File: config.mk
export PLATFORM = sky130hd
export DESIGN_NAME = wallace_mult_pipe_flat
export DESIGN_NICKNAME = d
export VERILOG_FILES = /design/src/rtl/wallace_mult_pipe_if.sv /design/src/rtl/wallace_mult_pipe.sv /design/src/flat_wrapper.sv
export SDC_FILE = /design/constraint.sdc
export NUM_CORES = 1
export LEC_CHECK = 0
export CAP_MARGIN = 20
export CORE_MARGIN = 2
export CORE_UTILIZATION = 61
export CTS_CLUSTER_DIAMETER = 40
export DETAILED_ROUTE_END_ITERATION = 10
export PLACE_DENSITY_LB_ADDON = 0.15
export SLEW_MARGIN = 20
export SYNTH_ARGS = -nofsm -noshare
export SYNTH_HDL_FRONTEND = slang
export SYNTH_SLANG_ARGS = --single-unit
File: constraint.sdc
create_clock -name clk -period 4.5 [get_ports clk]
set_input_delay 0.45 -clock clk [delete_from_list [all_inputs] [get_ports clk]]
set_output_delay 0.45 -clock clk [all_outputs]
set_load 0.03 [all_outputs]
File: src/rtl/wallace_mult_pipe_if.sv
// Operand/result handshake bundle for wallace_mult_pipe.
interface wallace_mult_pipe_if #(
   parameter int unsigned WIDTH = 6
);
   logic                 in_valid;
   logic                 in_ready;
   logic [WIDTH-1:0]     in1;
   logic [WIDTH-1:0]     in2;
   logic                 approx_en;
   logic                 out_valid;
   logic                 out_ready;
   logic [2*WIDTH-1:0]   out;
   logic                 out_approx;

   // Operand source / result sink side.
   modport master (
      output in_valid, in1, in2, approx_en, out_ready,
      input  in_ready, out_valid, out, out_approx
   );

   // Multiplier side.
   modport slave (
      input  in_valid, in1, in2, approx_en, out_ready,
      output in_ready, out_valid, out, out_approx
   );
endinterface

File: src/rtl/wallace_mult_pipe.sv
// Pipelined unsigned WIDTH x WIDTH Wallace-tree multiplier with optional
// carry-free OR approximation of the low APPROX_COLS product columns.
module wallace_mult_pipe #(
   parameter int unsigned WIDTH       = 6,
   parameter int unsigned PIPE_STAGES = 2,
   parameter int unsigned APPROX_COLS = 4
) (
   input logic               clk,
   input logic               rst_n,
   wallace_mult_pipe_if.slave bus
);

   localparam int unsigned PW = 2 * WIDTH;
   localparam int unsigned NR = (WIDTH < 2) ? 2 : WIDTH;

   // One partial-product / partial-sum row per entry, each a full product-width vector.
   typedef logic [NR-1:0][PW-1:0] rows_t;

   // Number of live rows after lvl reduction levels.
   function automatic int rows_after(input int lvl);
      int n;
      n = int'(WIDTH);
      for (int l = 0; l < lvl; l++) begin
         if (n > 2) n = 2 * (n / 3) + (n % 3);
      end
      return n;
   endfunction

   // Number of 3:2 levels needed to bring WIDTH rows down to two.
   function automatic int count_levels();
      int n;
      int l;
      n = int'(WIDTH);
      l = 0;
      while (n > 2) begin
         n = 2 * (n / 3) + (n % 3);
         l++;
      end
      return l;
   endfunction

   function automatic logic [PW-1:0] low_mask();
      logic [PW-1:0] m;
      m = '0;
      for (int c = 0; c < int'(PW); c++) m[c] = (c < int'(APPROX_COLS));
      return m;
   endfunction

   // One Wallace level: rows grouped in threes through vector full adders, leftovers pass.
   function automatic rows_t csa_level(input rows_t r, input int n);
      rows_t o;
      int    g3;
      o  = '0;
      g3 = n / 3;
      for (int g = 0; g < int'(NR) / 3; g++) begin
         if (g < g3) begin
            o[2*g]   = r[3*g] ^ r[3*g+1] ^ r[3*g+2];
            o[2*g+1] = ((r[3*g] & r[3*g+1]) | (r[3*g] & r[3*g+2]) |
                        (r[3*g+1] & r[3*g+2])) << 1;
         end
      end
      for (int i = 0; i < int'(NR); i++) begin
         if (i >= 3 * g3 && i < n) o[2*g3 + i - 3*g3] = r[i];
      end
      return o;
   endfunction

   localparam int            LEVELS   = count_levels();
   localparam logic [PW-1:0] LOW_MASK = low_mask();

   logic          advance;
   logic          out_valid_q;
   logic [PW-1:0] out_q;
   logic          out_approx_q;
   rows_t         pp_rows;
   logic [PW-1:0] or_low;

   assign advance      = bus.out_ready || !out_valid_q;
   assign bus.in_ready = advance;

   // Partial products; in approximate mode the low columns collapse to one OR bit each,
   // parked in row 0 where every other row is zero so no carry can start there.
   always_comb begin
      pp_rows = '0;
      or_low  = '0;
      for (int j = 0; j < int'(WIDTH); j++) begin
         pp_rows[j] = PW'(bus.in1 & {WIDTH{bus.in2[j]}}) << j;
         or_low     = or_low | (pp_rows[j] & LOW_MASK);
      end
      if (bus.approx_en) begin
         for (int j = 0; j < int'(WIDTH); j++) pp_rows[j] = pp_rows[j] & ~LOW_MASK;
         pp_rows[0] = pp_rows[0] | or_low;
      end
   end

   for (genvar s = 0; s < int'(PIPE_STAGES); s++) begin : g_stage
      localparam int LO = s * LEVELS / int'(PIPE_STAGES);
      localparam int HI = (s + 1) * LEVELS / int'(PIPE_STAGES);

      rows_t src_rows;
      logic  src_valid;
      logic  src_approx;
      rows_t nxt_rows;
      rows_t rows_q;
      logic  valid_q;
      logic  approx_q;

      if (s == 0) begin : g_src_in
         assign src_rows   = pp_rows;
         assign src_valid  = bus.in_valid;
         assign src_approx = bus.approx_en;
      end else begin : g_src_prev
         assign src_rows   = g_stage[s-1].rows_q;
         assign src_valid  = g_stage[s-1].valid_q;
         assign src_approx = g_stage[s-1].approx_q;
      end

      // This stage's share of the reduction levels.
      always_comb begin
         nxt_rows = src_rows;
         for (int l = LO; l < HI; l++) nxt_rows = csa_level(nxt_rows, rows_after(l));
      end

      // Stage valid bit; cleared by reset so in-flight work is dropped.
      always_ff @(posedge clk) begin
         if (!rst_n)       valid_q <= 1'b0;
         else if (advance) valid_q <= src_valid;
      end

      // Stage payload moves in lockstep with the valid bit, bubbles included.
      always_ff @(posedge clk) begin
         if (advance) begin
            rows_q   <= nxt_rows;
            approx_q <= src_approx;
         end
      end
   end

   rows_t         last_rows;
   logic [PW-1:0] sum_c;

   assign last_rows = g_stage[PIPE_STAGES-1].rows_q;
   assign sum_c     = last_rows[0] + last_rows[1];

   if (NR > 2) begin : g_unused
      logic unused_rows_c;
      assign unused_rows_c = ^last_rows[NR-1:2];
   end

   // Output stage: final carry-propagate add and result register.
   always_ff @(posedge clk) begin
      if (!rst_n) begin
         out_valid_q  <= 1'b0;
         out_q        <= '0;
         out_approx_q <= 1'b0;
      end else if (advance) begin
         out_valid_q  <= g_stage[PIPE_STAGES-1].valid_q;
         out_q        <= sum_c;
         out_approx_q <= g_stage[PIPE_STAGES-1].approx_q;
      end
   end

   assign bus.out_valid  = out_valid_q;
   assign bus.out        = out_q;
   assign bus.out_approx = out_approx_q;

endmodule

File: src/flat_wrapper.sv
// flat-port wrapper written by rule: the top's interface ports become plain ports
module wallace_mult_pipe_flat 
#(
   parameter int unsigned WIDTH       = 6,
   parameter int unsigned PIPE_STAGES = 2,
   parameter int unsigned APPROX_COLS = 4
)
  (clk, rst_n, bus_in_valid, bus_in1, bus_in2, bus_approx_en, bus_out_ready, bus_in_ready, bus_out_valid, bus_out, bus_out_approx);
  wallace_mult_pipe_if #(.WIDTH(WIDTH)) bus_i ();
  input logic clk;
  input logic rst_n;
  input wire logic [$bits(bus_i.in_valid)-1:0] bus_in_valid;
  input wire logic [$bits(bus_i.in1)-1:0] bus_in1;
  input wire logic [$bits(bus_i.in2)-1:0] bus_in2;
  input wire logic [$bits(bus_i.approx_en)-1:0] bus_approx_en;
  input wire logic [$bits(bus_i.out_ready)-1:0] bus_out_ready;
  output wire logic [$bits(bus_i.in_ready)-1:0] bus_in_ready;
  output wire logic [$bits(bus_i.out_valid)-1:0] bus_out_valid;
  output wire logic [$bits(bus_i.out)-1:0] bus_out;
  output wire logic [$bits(bus_i.out_approx)-1:0] bus_out_approx;
  assign bus_i.in_valid = bus_in_valid;
  assign bus_i.in1 = bus_in1;
  assign bus_i.in2 = bus_in2;
  assign bus_i.approx_en = bus_approx_en;
  assign bus_i.out_ready = bus_out_ready;
  assign bus_in_ready = bus_i.in_ready;
  assign bus_out_valid = bus_i.out_valid;
  assign bus_out = bus_i.out;
  assign bus_out_approx = bus_i.out_approx;
  wallace_mult_pipe #(.WIDTH(WIDTH), .PIPE_STAGES(PIPE_STAGES), .APPROX_COLS(APPROX_COLS)) u_core (.clk(clk), .rst_n(rst_n), .bus(bus_i));
endmodule
==> results of run 1 <==
through the flow:
step | hold slack [ns] | instance area [um^2] | total power [W] | std cells
final | 0.423 | 3710 | 0.00170 | 342
after global routing | 0.429 | 3710 | 0.00180 | 342
after CTS | 0.426 | 3710 | 0.00172 | 342
after detailed placement | 0.410 | 3500 | 0.00121 | 327
after global placement | 0.405 | 3500 | 0.00119 | 327
after floorplan | 0.400 | 3120 | 0.00107 | 229
worst max-delay path, delay by kind of cell:
| family | cells | cell delay, ns |
|---|---|---|
| simple gates | 1 | 0.04 |
| buf+inv | 4 | 1.38 |
area by class of cell:
type | instances | area, um^2
Sequential cell | 65 | 1790
Fill cell | 367 | 1300
Multi-Input combinational cell | 148 | 1250
Timing Repair Buffer | 33 | 325
Clock buffer | 9 | 124
Tap cell | 70 | 87.6
Clock inverter | 6 | 83.8
Inverter | 11 | 43.8
metal layers:
layer / global-route usage [%] / routed length [um] / vias to the layer above / part of all wire (%)
met5: 0 / 0 / - / 0
met4: 9.36 / 74 / 0 / 1.7
met3: 3.97 / 185 / 8 / 4.2
met2: 29.0 / 2190 / 45 / 49
met1: 22.2 / 1980 / 843 / 45
li1: - / - / 889 / -
Yosys cell counts, drive strengths merged:
cell	n
o21ai	4
nor3b	2
nand2	25
clkbuf	2
fa	18
o211a	1
nand3b	2
nand4b	3
xnor2	1
nor2	1
dfxtp	16
or3	1
ha	16
a21oi	7
and3	2
xor2	1
o21a	2
nand3	9
a32o	1
a21boi	10
a211o	1
a21o	2
a211oi	1
a22o	3
edfxtp	49
nor2b	2
a22oi	1
and3b	2
inv	11
buf	3
and2	30
power groups by stage:
stage | clock network, W | registers [W] | logic (W)
2_1_floorplan | 0 | 0.000869 | 0.000202
3_3_place_gp | 0 | 0.000811 | 0.000379
3_5_place_dp | 0 | 0.000817 | 0.000389
4_1_cts | 0.000525 | 0.000805 | 0.000391
5_1_grt | 0.000546 | 0.000814 | 0.000441
6_report | 0.000514 | 0.000804 | 0.000386
kinds of logic after synthesis:
group | after synthesis | synth area share, %
and+or+nand+nor | 79 | 14.0
xor gates and xnor gates | 2 | 0.561
DFF | 65 | 57.4
buffers and inverters | 16 | 2.41
adders and majority gates | 34 | 18.0
AOI/OAI and AO/OA | 33 | 7.66
cell usage in the layout, fill, tap and decap left out, drive strengths merged:
| master | instances |
|---|---|
| a21o | 2 |
| a21boi | 10 |
| a32o | 1 |
| nand4b | 3 |
| and3 | 2 |
| xor2 | 1 |
| and3b | 2 |
| ha | 16 |
| clkbuf | 9 |
| a211oi | 1 |
| o21ai | 4 |
| nand3 | 9 |
| fa | 18 |
| buf | 2 |
| edfxtp | 49 |
| nor3b | 2 |
| o21a | 2 |
| clkinv | 4 |
| a21oi | 7 |
| xnor2 | 1 |
| or3 | 1 |
| o211a | 1 |
| a211o | 1 |
| inv | 11 |
| and2 | 30 |
| bufinv | 2 |
| nor2b | 2 |
| clkdlybuf4s50 | 31 |
| nand2 | 25 |
| dfxtp | 16 |
| a22oi | 1 |
| a22o | 3 |
| nand3b | 2 |
| nor2 | 1 |
worst paths after layout:
path	from	end	slack [ns]	depth (start not counted)
setup / recovery	bus_out_ready	bus_in_ready	2.16	5
setup reg to reg	u_core.g_stage[1].rows_q[4]	u_core.bus.out[10]	2.60	6
hold / removal	u_core.g_stage[0].approx_q	u_core.g_stage[1].approx_q	0.42	0
hold reg to reg	u_core.g_stage[0].approx_q	u_core.g_stage[1].approx_q	0.42	0
sequential cells by signal (all words and copies together), names as in the netlist:
register	cells
u_core.g_stage.rows_q	47
u_core.g_stage.valid_q	2
u_core.bus.out	12
u_core.bus.out_approx	1
u_core.g_stage.approx_q	2
u_core.bus.out_valid	1
==> results.toml, run 1 <==
[timing]
fin_skew_ns = 0.00636
relSlewSlack_pct = 50.7
final.setup.tns_ns = 0
period_share_pct = 51.9
setup_viol = 0
max_freq_mhz = 428
maxSlewViolCount = 0
final_hold_viol_count = 0
fin_crit_ns = 2.34
rsz0062_at_grt = "false"
worst-slew-pin-transition_ns = 0.740
layout_setup_ws_ns = 2.16

[place]
gp_congestion = 0.750
dp_hpwl_um = 3200
port-buffer-count = 31
pre_cts_ws_ns = 2.09

[clock_network]
cts-htree-levels = 3
clock_path_buffers = 2
clk_pin_slew_ns = 0.07
cts_setup_buffers = 0
cts_sinks = 65
clkLatencyLatePin_ns = 0.33
numCtsBuffers = 9
post_cts_resize_count = 0
cts_hold_buffers = 0
cts_tree = "yes"
clockRootBuffer = "clkbuf_8"

[worst_setup_path]
cp-end-kind = "output port"
arrival_ns = 1.89
crit_required_ns = 4.05
path_common_cell = "clkdlybuf4s50_1"
cp-start-kind = "input port"
slowest_stage = "clkdlybuf4s50_1"
crit_type = "in -> out"
path_max_fanout = 18
critPathMaxStageDelay_ns = 0.67
crit_chain = "clkdlybuf4s50_1, nor2b_1, buf_4, inv_4, clkdlybuf4s50_1"

[power]
combPwrFrac_pct = 22.7
p_switching_w = 0.000459
peakVddDrop_v = 0.000245
clkPwrFrac_pct = 30.1
swShare_pct = 26.9
internal-power_w = 0.00125
seqPwrFrac_pct = 47.2
leakagePower_nw = 1.56
power_density_nw_per_um2 = 459

[finish]
final_core_util_pct = 74.1
area_delta_synth_final_pct = 18.9
drive_gt1_share_pct = 8.09
fin_nets = 319
antenna_cells = 0

[floorplan]
rows = 26
dieArea_um2 = 5700
die_y_um = 75.5
fp.dieW_um = 75.5
io_pins = 32
start_util_pct = 62.3
core_area_um2 = 5010

[global_route]
grtUsageTotal_pct = 17.7
grt_max_degree = 68
grt_pass1_vias = 1692
grt_pass1_wl_um = 7290
grt-ovfl-total = 0
antenna_found_initial = 0

[drt]
drtIter0Drc = 64
wirelength_um = 4430
wl_per_cell_um = 13.0
vias = 1785
ant_nets = 0
via_per_inst = 5.22
detail_route.drc_violations = 0
first_pass_iters = 4

[yosys]
seq_area_frac_synth_pct = 57.4
synth_area_leaders = "edfxtp_1 (47%), fa_1 (12%), dfxtp_1 (10%), ha_1 (6.4%), and2_1 (6.0%)"
yosysWarningCount = 0
syn_area_per_cell_um2 = 13.6
synth_fp_nets = 280
synth_top_area_share_pct = 47.2
synth_top_cell_by_area = "edfxtp_1"
synth_area_um2 = 3120
postSynthCellCount = 229
synth-seq-cells = 65
ys_types = 37

[hold_path]
worstHoldPathType = "reg -> reg"

[job]
cap_violations = 0

[run_status]
outcome = "finished clean"
Power figures use the tool's default switching activity.
==> inputs of run 2 (changes only) <==
--- a/config.mk
+++ b/config.mk
@@ -7,7 +7,7 @@
 export LEC_CHECK = 0
 export CAP_MARGIN = 20
 export CORE_MARGIN = 2
-export CORE_UTILIZATION = 61
+export CORE_UTILIZATION = 51
 export CTS_CLUSTER_DIAMETER = 40
 export DETAILED_ROUTE_END_ITERATION = 10
 export PLACE_DENSITY_LB_ADDON = 0.15
==> constraint.sdc (replaced) <==
create_clock -name clk -period 2 [get_ports clk]
set_input_delay 0.2 -clock clk [delete_from_list [all_inputs] [get_ports clk]]
set_output_delay 0.2 -clock clk [all_outputs]
set_load 0.03 [all_outputs]
==> run 2 against run 1 <==
- non-clock buffer count rose by 6
- hold slack barely moved
- count of clock-buffer cells in the layout rose by 4
- critical path type is now reg -> reg
- combinational power rose by 130%
- sequential cell count did not move
==> results.toml, run 2 (same netlist as run 1, synthesis figures left out) <==
[power]
p_switching_w = 0.00101
power_density_nw_per_um2 = 988
internal-power_w = 0.00270
peakVddDrop_v = 0.000473
combPwrFrac_pct = 23.8
swShare_pct = 27.2
clkPwrFrac_pct = 27.5
leakagePower_nw = 1.57
seqPwrFrac_pct = 48.7

[timing]
fin_skew_ns = 0.00637
layout_setup_ws_ns = 0.142
max_freq_mhz = 538
setup_viol = 0
worst-slew-pin-transition_ns = 0.338
rsz0062_at_grt = "false"
final.setup.tns_ns = 0
period_share_pct = 92.9
fin_crit_ns = 1.86
relSlewSlack_pct = 77.4
maxSlewViolCount = 0
final_hold_viol_count = 0

[finish]
mostFrequentLayoutCell = "edfxtp_1"
fin_nets = 325
area_delta_synth_final_pct = 20.0
largest_reg_flops = 47
largest-register = "u_core.g_stage.rows_q"
drive_gt1_share_pct = 8.60
fill_cells = 483
antenna_cells = 0
final_cell_mix = "edfxtp_1 (49), clkdlybuf4s50_1 (31), and2_1 (30)"

[drt]
wl_per_cell_um = 13.2
detail_route.drc_violations = 0
ant_nets = 0
vias = 1810
drtIter0Drc = 83
first_pass_iters = 4
wirelength_um = 4670
via_per_inst = 5.11

[worst_setup_path]
crit_chain = "ha_1, fa_1, a21o_1, a211o_1, a21oi_1, nand4b_1"
path_delay_family = "adder cells"
worst-path-buf-inv = 0
slowest_stage = "fa_1"
arrival_ns = 2.13
path_max_fanout = 2
crit_type = "reg -> reg"
cp-start-kind = "register"
cp-end-kind = "register"
critPathMaxStageDelay_ns = 0.46
crit_required_ns = 2.27

[clock_network]
clockRootBuffer = "clkbuf_8"
clock_path_buffers = 2
clk_pin_slew_ns = 0.07
cts_setup_buffers = 0
cts_tree = "yes"
cts-htree-levels = 3
clkLatencyLatePin_ns = 0.33
cts_sinks = 65
post_cts_resize_count = 0
cts_hold_buffers = 0
numCtsBuffers = 9

[place]
port-buffer-count = 31
gp_congestion = 0.767
dp_hpwl_um = 3370
pre_cts_ws_ns = 0.0324

[floorplan]
rows = 28
core_area_um2 = 5920
die_y_um = 82.2
io_pins = 32
fp.dieW_um = 82.2
start_util_pct = 52.7
dieArea_um2 = 6760

[global_route]
antenna_found_initial = 0
grt_pass1_vias = 1771
grt_pass1_wl_um = 8020
grt_max_degree = 68
grt-ovfl-total = 0
grtUsageTotal_pct = 16.4

[job]
cap_violations = 0

[hold_path]
worstHoldPathType = "in -> reg"

[run_status]
outcome = "finished clean"
## run 2: cell count changes in the layout (fill, tap and decap cells not counted), sizes merged
cell	change
bufinv	-1
clkinv	-3
clkinvlp	+1
buf	+6
clkbuf	+4
## run 2: area by class of cell
cell class | count | area (um^2) | area share (%)
flip-flops and latches | 65 | 1790 | 47.8
multi-input cells | 148 | 1250 | 33.5
repair buffers | 39 | 383 | 10.2
clock buffers | 13 | 139 | 3.71
well taps | 75 | 93.8 | 2.51
inverters | 11 | 43.8 | 1.17
clock inverters | 3 | 41.3 | 1.10
## run 2: worst register-to-register path: cells and delay by family, from the launching register on
| family | cells | cell delay [ns] |
|---|---|---|
| adder cells (fa/ha/maj) | 2 | 0.70 |
| AO/OA/AOI/OAI | 3 | 0.63 |
| flip-flops | 1 | 0.37 |
| AND/OR/NAND/NOR | 1 | 0.11 |
## run 2: path summary, 6_finish.rpt
path         depth (start not counted)  slack (ns)                        start                           to
max                                  6        0.14  u_core.g_stage[1].rows_q[4]           u_core.bus.out[10]
min                                  3        0.42                 bus_in_valid    u_core.g_stage[0].valid_q
max reg2reg                          6        0.14  u_core.g_stage[1].rows_q[4]           u_core.bus.out[10]
min reg2reg                          0        0.43  u_core.g_stage[0].rows_q[0]  u_core.g_stage[1].rows_q[0]
## run 2: power by group through the flow
stage	logic [W]	registers, W	clock network, W
floorplan	0.000455	0.00196	0
global placement	0.000872	0.00183	0
detailed placement	0.000891	0.00184	0
CTS	0.000896	0.00181	0.00105
global route	0.00101	0.00183	0.00111
finish	0.000883	0.00180	0.00102
## run 2: per-layer routing
layer / up-vias / GRT usage [%] / wire [um]
met2: 44 / 24.6 / 2160
met5: - / 0 / 0
met1: 856 / 21.5 / 2170
met4: 0 / 11.8 / 149
li1: 897 / - / -
met3: 13 / 2.72 / 186
## run 2: metrics by stage
step	hold WS [ns]	power, W	cell area [um^2]	util, %	std cells
2_1_floorplan	0.299	0.00241	3120	-	229
3_3_place_gp	0.405	0.00270	3570	60.2	338
3_5_place_dp	0.415	0.00273	3570	60.2	338
4_1_cts	0.414	0.00376	3750	63.3	354
5_1_grt	0.441	0.00394	3750	63.3	354
6_report	0.423	0.00370	3750	63.3	354
